--- config.mk ---
export PLATFORM = sky130hd
export DESIGN_NAME = seq_divider_32bit
export DESIGN_NICKNAME = d
export VERILOG_FILES = /design/src/rtl/seq_divider_32bit.sv
export SDC_FILE = /design/constraint.sdc
export NUM_CORES = 1
export LEC_CHECK = 0
export ABC_AREA = 1
export BUFFER_PORTS_ARGS = -buffer_cell sky130_fd_sc_hd__buf_4
export CAP_MARGIN = 20
export CORE_UTILIZATION = 40
export CTS_CLUSTER_SIZE = 16
export DETAILED_ROUTE_END_ITERATION = 7
export GPL_TIMING_DRIVEN = 0
export SLEW_MARGIN = 10
export SYNTH_ARGS = -nofsm -noshare
export SYNTH_HDL_FRONTEND = slang
export SYNTH_SLANG_ARGS = --single-unit
--- constraint.sdc ---
create_clock -name clk -period 5.7 [get_ports clk]
set_clock_uncertainty 0.05 [all_clocks]
set_input_delay 0.57 -clock clk [delete_from_list [all_inputs] [get_ports clk]]
set_output_delay 0.57 -clock clk [all_outputs]
set_load 0.01 [all_outputs]
--- src/rtl/seq_divider_32bit.sv ---
// Restoring shift-subtract divider, one quotient bit per clock, 32-clock latency.
// Define DIV_SIGNED_EN to add two's-complement operand/result sign handling.
module seq_divider_32bit #(
  parameter int unsigned WIDTH = 32
) (
  input  logic             clk,
  input  logic             reset,
  input  logic             start,
  input  logic             signed_op,
  input  logic [WIDTH-1:0] dividend,
  input  logic [WIDTH-1:0] divisor,
  output logic [WIDTH-1:0] quotient,
  output logic [WIDTH-1:0] remainder,
  output logic             busy,
  output logic             done,
  output logic             div_by_zero
);

  localparam int unsigned CntW = $clog2(WIDTH);
  localparam logic [CntW-1:0] LastCnt = CntW'(WIDTH - 1);

  typedef enum logic [1:0] {StIdle, StRun, StDone} state_e;

  state_e state_q, state_d;

  logic [CntW-1:0]  count_q;
  logic [WIDTH-1:0] rem_q;
  logic [WIDTH-1:0] dvd_q;
  logic [WIDTH-1:0] dvs_q;
  logic [WIDTH-1:0] quotient_q;
  logic [WIDTH-1:0] remainder_q;
  logic             dbz_q;

  logic             divisor_zero;
  logic             accept;
  logic             last_iter;
  logic [WIDTH-1:0] mag_dvd;
  logic [WIDTH-1:0] mag_dvs;
  logic [WIDTH:0]   rem_sh;
  logic [WIDTH+1:0] trial;
  logic             fits;
  logic [WIDTH-1:0] rem_step;
  logic [WIDTH-1:0] quo_step;
  logic [WIDTH-1:0] quo_fix;
  logic [WIDTH-1:0] rem_fix;

  assign divisor_zero = (divisor == '0);
  assign accept       = start && (state_q != StRun);
  assign last_iter    = (state_q == StRun) && (count_q == LastCnt);

  // ---------------------------------------------------------------------------
  // Operand magnitudes and result sign correction
  // ---------------------------------------------------------------------------
`ifdef DIV_SIGNED_EN
  logic dvd_neg;
  logic dvs_neg;
  logic neg_quo_q;
  logic neg_rem_q;

  assign dvd_neg = signed_op && dividend[WIDTH-1];
  assign dvs_neg = signed_op && divisor[WIDTH-1];
  assign mag_dvd = dvd_neg ? (WIDTH'(0) - dividend) : dividend;
  assign mag_dvs = dvs_neg ? (WIDTH'(0) - divisor) : divisor;
  // INT_MIN / -1 wraps back to INT_MIN through the negation, with no flag.
  assign quo_fix = neg_quo_q ? (WIDTH'(0) - quo_step) : quo_step;
  assign rem_fix = neg_rem_q ? (WIDTH'(0) - rem_step) : rem_step;

  always_ff @(posedge clk or posedge reset) begin
    if (reset) begin
      neg_quo_q <= 1'b0;
      neg_rem_q <= 1'b0;
    end else if (accept && !divisor_zero) begin
      neg_quo_q <= dvd_neg ^ dvs_neg;
      neg_rem_q <= dvd_neg;
    end
  end
`else
  logic unused_signed_op;

  assign unused_signed_op = signed_op;
  assign mag_dvd          = dividend;
  assign mag_dvs          = divisor;
  assign quo_fix          = quo_step;
  assign rem_fix          = rem_step;
`endif

  // ---------------------------------------------------------------------------
  // One restoring step
  // ---------------------------------------------------------------------------
  assign rem_sh = {rem_q, dvd_q[WIDTH-1]};
  // Two guard bits: the shifted remainder can itself need WIDTH+1 bits.
  assign trial    = {1'b0, rem_sh} - {2'b00, dvs_q};
  assign fits     = ~trial[WIDTH+1];
  assign rem_step = fits ? trial[WIDTH-1:0] : rem_sh[WIDTH-1:0];
  assign quo_step = {dvd_q[WIDTH-2:0], fits};

  // ---------------------------------------------------------------------------
  // FSM: state register, next-state logic, outputs
  // ---------------------------------------------------------------------------
  always_ff @(posedge clk or posedge reset) begin
    if (reset) begin
      state_q <= StIdle;
    end else begin
      state_q <= state_d;
    end
  end

  always_comb begin
    state_d = state_q;
    unique case (state_q)
      StIdle: begin
        if (start) begin
          state_d = divisor_zero ? StDone : StRun;
        end
      end
      StRun: begin
        if (count_q == LastCnt) begin
          state_d = StDone;
        end
      end
      StDone: begin
        if (start) begin
          state_d = divisor_zero ? StDone : StRun;
        end else begin
          state_d = StIdle;
        end
      end
      default: state_d = StIdle;
    endcase
  end

  always_comb begin
    busy = (state_q == StRun);
    done = (state_q == StDone);
  end

  // ---------------------------------------------------------------------------
  // Datapath
  // ---------------------------------------------------------------------------
  always_ff @(posedge clk or posedge reset) begin
    if (reset) begin
      count_q     <= '0;
      rem_q       <= '0;
      dvd_q       <= '0;
      dvs_q       <= '0;
      quotient_q  <= '0;
      remainder_q <= '0;
      dbz_q       <= 1'b0;
    end else if (accept) begin
      if (divisor_zero) begin
        quotient_q  <= '1;
        remainder_q <= dividend;
        dbz_q       <= 1'b1;
      end else begin
        dvd_q   <= mag_dvd;
        dvs_q   <= mag_dvs;
        rem_q   <= '0;
        count_q <= '0;
        dbz_q   <= 1'b0;
      end
    end else if (state_q == StRun) begin
      rem_q   <= rem_step;
      dvd_q   <= quo_step;
      count_q <= count_q + 1'b1;
      if (last_iter) begin
        quotient_q  <= quo_fix;
        remainder_q <= rem_fix;
      end
    end
  end

  assign quotient    = quotient_q;
  assign remainder   = remainder_q;
  assign div_by_zero = dbz_q;

endmodule

# Yosys cells after proc, flatten, opt, wreduce, memory -nomap -nowiden
# Cells that the tools add are included.
# totals
in_bits	68
ramBits	0
latch_bits	0
out_inout_bits	67
n_memories	0
elab_cells	54
ff_bits	168
mem_bits_ro	0
# op_classes
n_div	0
order_cmp	0
shift	0
n_mux	24
n_bitwise	2
mul	0
add_sub_neg	2
eq_ne	8
n_reduce_logical	10
# ops
op	count
2-to-1 mux 32 bit	15
subtractor 33 x 32 -> 34 bit	1
zero test 32 bit	1
2-to-1 mux 5 bit	3
2-to-1 mux 2 bit	4
inequality test 2 bit, second input constant	3
one-hot mux 2 bit (3 select lines)	1
AND reduction 2 bit	3
adder 5 x 1 -> 5 bit, second input constant	1
equality test 5 bit, second input constant	1
inequality test 2 x 1 -> 1 bit, second input constant	2
nonzero test 2 bit	2
AND reduction 3 bit	1
equality test 2 x 1 -> 1 bit, second input constant	1
equality test 2 bit, second input constant	1
logical AND 1 bit	2
zero test 2 bit	1
inverter 1 bit	2
2-to-1 mux 1 bit	1

# Depth between registers and ports, before layout
# depth
ltp_word	5
mapped_depth	17
mapped_depth_nobuf	17

# Least setup slack after synthesis
# Ideal clock, no wire load.
# synth_timing
path_kind	register -> register
from	register rem_q[25]
to	register dvd_q[0]
synth_period_minus_slack_ns	2.062
required_time_ns	5.519
n_path_buf	1
arrival_time_ns	1.881
setup_ns	0.131
path_stages_with_launch	11
path_slack_ns	3.638
path_cell_list	dfrtp_1 ha_1 a21oi_1 nor2_1 o21ai_0 nand2_1 nor2_2 a21oi_4 buf_6 o21ai_0 o21ai_0
# synth_between
elab_chain_len	4
# synth_lines
element	line	rtl
start: declaration	27	logic [WIDTH-1:0] rem_q;
start signal: assignment	162	rem_q <= rem_step;
subtractor 33 x 32 -> 34 bit	92	assign trial = {1'b0, rem_sh} - {2'b00, dvs_q};
inverter 1 bit	93	assign fits = ~trial[WIDTH+1];
2-to-1 mux 32 bit	161	end else if (state_q == StRun) begin
2-to-1 mux 32 bit	149	end else if (accept) begin
end signal: assignment	155	dvd_q <= mag_dvd;
end signal: assignment	163	dvd_q <= quo_step;
end: declaration	28	logic [WIDTH-1:0] dvd_q;
# No other way between the ends. The select of a mux whose other input is x is not followed.
# A chain may end at the register's enable or synchronous reset.

# Final worst setup path
# layout_timing
from	register rem_q[22]
to	register remainder_q[18], in the netlist remainder[18]
# layout_between
elab_chain_len	5
# layout_lines
element	line	rtl
subtractor 33 x 32 -> 34 bit	92	
2-to-1 mux 32 bit	94	assign rem_step = fits ? trial[WIDTH-1:0] : rem_sh[WIDTH-1:0];
2-to-1 mux 32 bit	165	if (last_iter) begin
2-to-1 mux 32 bit	161	
2-to-1 mux 32 bit	149	
end signal: assignment	152	remainder_q <= dividend;
end signal: assignment	167	remainder_q <= rem_fix;
end: declaration	31	logic [WIDTH-1:0] remainder_q;
# No other way between the ends. The select of a mux whose other input is x is not followed.

==> impl_metrics.tcl <==
set metrics [dict create \
    ys_ff_latch 168 \
    design_power_total_mw 8.884 \
    p_leak_nw 7.220 \
    post_cts.resized_instances 0 \
    grt_start_max_net_pins 89 \
    r2r_slack_ps 3000 \
    initial_antenna_violation_count 0 \
    powerDensity_nw_per_um2 718.6 \
    synth.yosys.warnings 0 \
    num_cts_buffers 17 \
    place.gp.congestion 0.9168 \
    final-hold-violation-count 0 \
    drive_above_1_share 0.1391 \
    final_number_of_setup_violating_endpoints 0 \
    grt_setup_unrepaired "no" \
    maxCapViolations 0 \
    worst_r2r_dst "remainder[18]" \
    route.vias.total 9516 \
    async_reset_ff_frac 1.000 \
    post_synth_inst_count 1495 \
    number_of_enable_flip_flop_cells_after_synthesis 0 \
    crit_chain "ha_1 -> nand2_1 -> inv_1 -> nand2_1 -> nand3_1 -> inv_1 -> a21oi_1 -> nor2_2 -> buf_2 -> nand4_1 -> nand3_1 -> nand2_1 -> inv_1" \
    post_synthesis_instance_area_um2 10310 \
    core.rowCount 58 \
    synth_ff_type "dfrtp_1" \
    fp.dieArea_um2 26420 \
    first_global_vias 9187 \
    htree_num_levels 4 \
    timing.setup.critical_path_class "register to register" \
    preCtsSetupSlack_ps 2747 \
    routed_wirelength_um 30460 \
    max-clock-path-buffers 2 \
    clk_latency_ps 440 \
    achievable-frequency_ghz 0.3704 \
    worst_setup_path_start_kind "register" \
    timing_max_transition_violations_final 0 \
    grt_first_pass_wirelength_um 48710 \
    path_clk_slew_ps 80 \
    cts.sinks 168 \
    final_common_cell "nand2_1" \
    critical-path-max-stage-delay_ps 430 \
    finalNetCount 1751 \
    path_delay_family "simple AND/OR/NAND/NOR gates" \
    cts_root_buf "clkbuf_16" \
    critical-path-slowest-cell "dfrtp_1" \
    chipHeight_um 162.5 \
    via_per_inst 4.780 \
    layout_setup_ws_ps 3000 \
    floorplan.initialDensity 0.4082 \
    drt-wirelength-per-cell_um 15.30 \
    most-common-layout-cells "nand2_1, inv_1, dfrtp_1" \
    r2r-start "rem_q[22]" \
    placed_cells 1959 \
    worst_slew_margin_rel 0.5854 \
    critPathArrivalTime_ps 3030 \
    postCtsHoldBufs 0 \
    final_period_minus_worst_setup_slack_ps 2700 \
    r2r.worst_path.cells 13 \
    global_route.usage.total 0.2391 \
    critical_path.max_fanout 10 \
    drt.antenna.violating_nets 0 \
    required_time_reported_for_the_critical_path_endpoint_ps 6030 \
    max-vdd-ir-drop_v 0.0002452 \
    hold_path.class "primary input to asynchronous set/reset pin" \
    fp.coreArea_um2 25250 \
    floorplan.io_pins 135 \
    number_of_antenna_cells_inserted 0 \
    chipWidth_um 162.5 \
    grt_remaining_overflow 0 \
    post_synth_num_cell_types 36 \
    placement.io_buffers 133 \
    syn_area_per_cell_um2 6.896 \
    drtPass1Iterations 5 \
    drt_iter0_drc 602 \
    critPathCaptureType "register" \
    remaining_drc_errors 0 \
    tritoncts_clock_tree "yes" \
    dp_hpwl_um 24120 \
    cp.buffers_inverters 4 \
    stdcell_count 1991 \
    run_status "finished, final reports clean" \
    area_growth_syn_to_layout_pct 19.90 \
    synth_nets 1598 \
    worstMarginPinSlew_ps 621.9 \
    finalCritPeriodShare 0.4736 \
    synth_sequential_area_ratio 0.4078 \
    post-cts-setup-buffers 0 \
    setup_tns_ps 0 \
]
[cells in the mapped netlist (all sizes together) (23+ instances only)]
master  instances  area share
nand4          43       0.026
inv           261       0.095
o21ai         104       0.050
buf            23       0.014
or2            33       0.020
nand2         529        0.20
clkbuf         28       0.010
a21oi          52       0.027
ha             34       0.041
nor2          116       0.046
nand3          66       0.033
dfrtp         168        0.41
[logic make-up after synthesis]
logic type | synth area share
flops | 0.4078
mux | 0.001092
fa+ha+maj | 0.04320
xor+xnor | 0.01444
simple gates | 0.3335
buf+inv | 0.1191
compound gates | 0.08095
[power breakdown]
| group | switching (mW) | total, mW | internal, mW |
|---|---|---|---|
| registers | 0.362 | 2.15 | 1.79 |
| clock network | 0.584 | 1.18 | 0.593 |
| logic | 3.59 | 5.55 | 1.97 |
[per-stage QoR]
stage          instance area, um2  utilization  hold slack [ps]
2_1_floorplan               10310            -            422.5
3_3_place_gp                11720       0.4641            434.2
3_5_place_dp                11760       0.4655            433.8
4_1_cts                     12360       0.4895            199.8
5_1_grt                     12360       0.4895            215.0
6_report                    12360       0.4895            172.2
[routing by layer]
| metal | part of all wire | wire length (um) | vias up | track usage |
|---|---|---|---|---|
| met5 | 0 | 0 | - | 0 |
| met4 | 0.015 | 455 | 0 | 0.05650 |
| met3 | 0.044 | 1328 | 21 | 0.03616 |
| met2 | 0.44 | 13460 | 205 | 0.3669 |
| met1 | 0.50 | 15220 | 4387 | 0.3519 |
| li1 | - | - | 4903 | - |
[sequential cells by signal, indices dropped and copies added (netlist names)]
signal       cells
div_by_zero      1
remainder       32
dvd_q           32
quotient        32
dvs_q           32
state_q          2
count_q          5
rem_q           32
[worst max path at each step]
stage               cells past startpoint         from       endpoint  slack (ps)
floorplan                               1        reset     count_q[0]         530
global placement                        2        reset       dvs_q[6]       -1680
detailed placement                     11  divisor[16]      dvd_q[24]        2750
CTS                                    13    rem_q[22]  remainder[18]        3040
global route                           13    rem_q[22]  remainder[15]        2880
finish                                 13    rem_q[22]  remainder[18]        3000
[area by class of cell]
| type | instances | area (um2) |
|---|---|---|
| Inverter | 261 | 987.2 |
| Buffer | 51 | 247.7 |
| Fill cell | 2659 | 12890 |
| Multi-Input combinational cell | 1015 | 4878 |
| Clock inverter | 15 | 180.2 |
| Tap cell | 330 | 412.9 |
| Sequential cell | 168 | 4204 |
| Timing Repair Buffer | 134 | 1026 |
| Clock buffer | 17 | 425.4 |
Note: power is estimated with default switching activity, not from simulation.
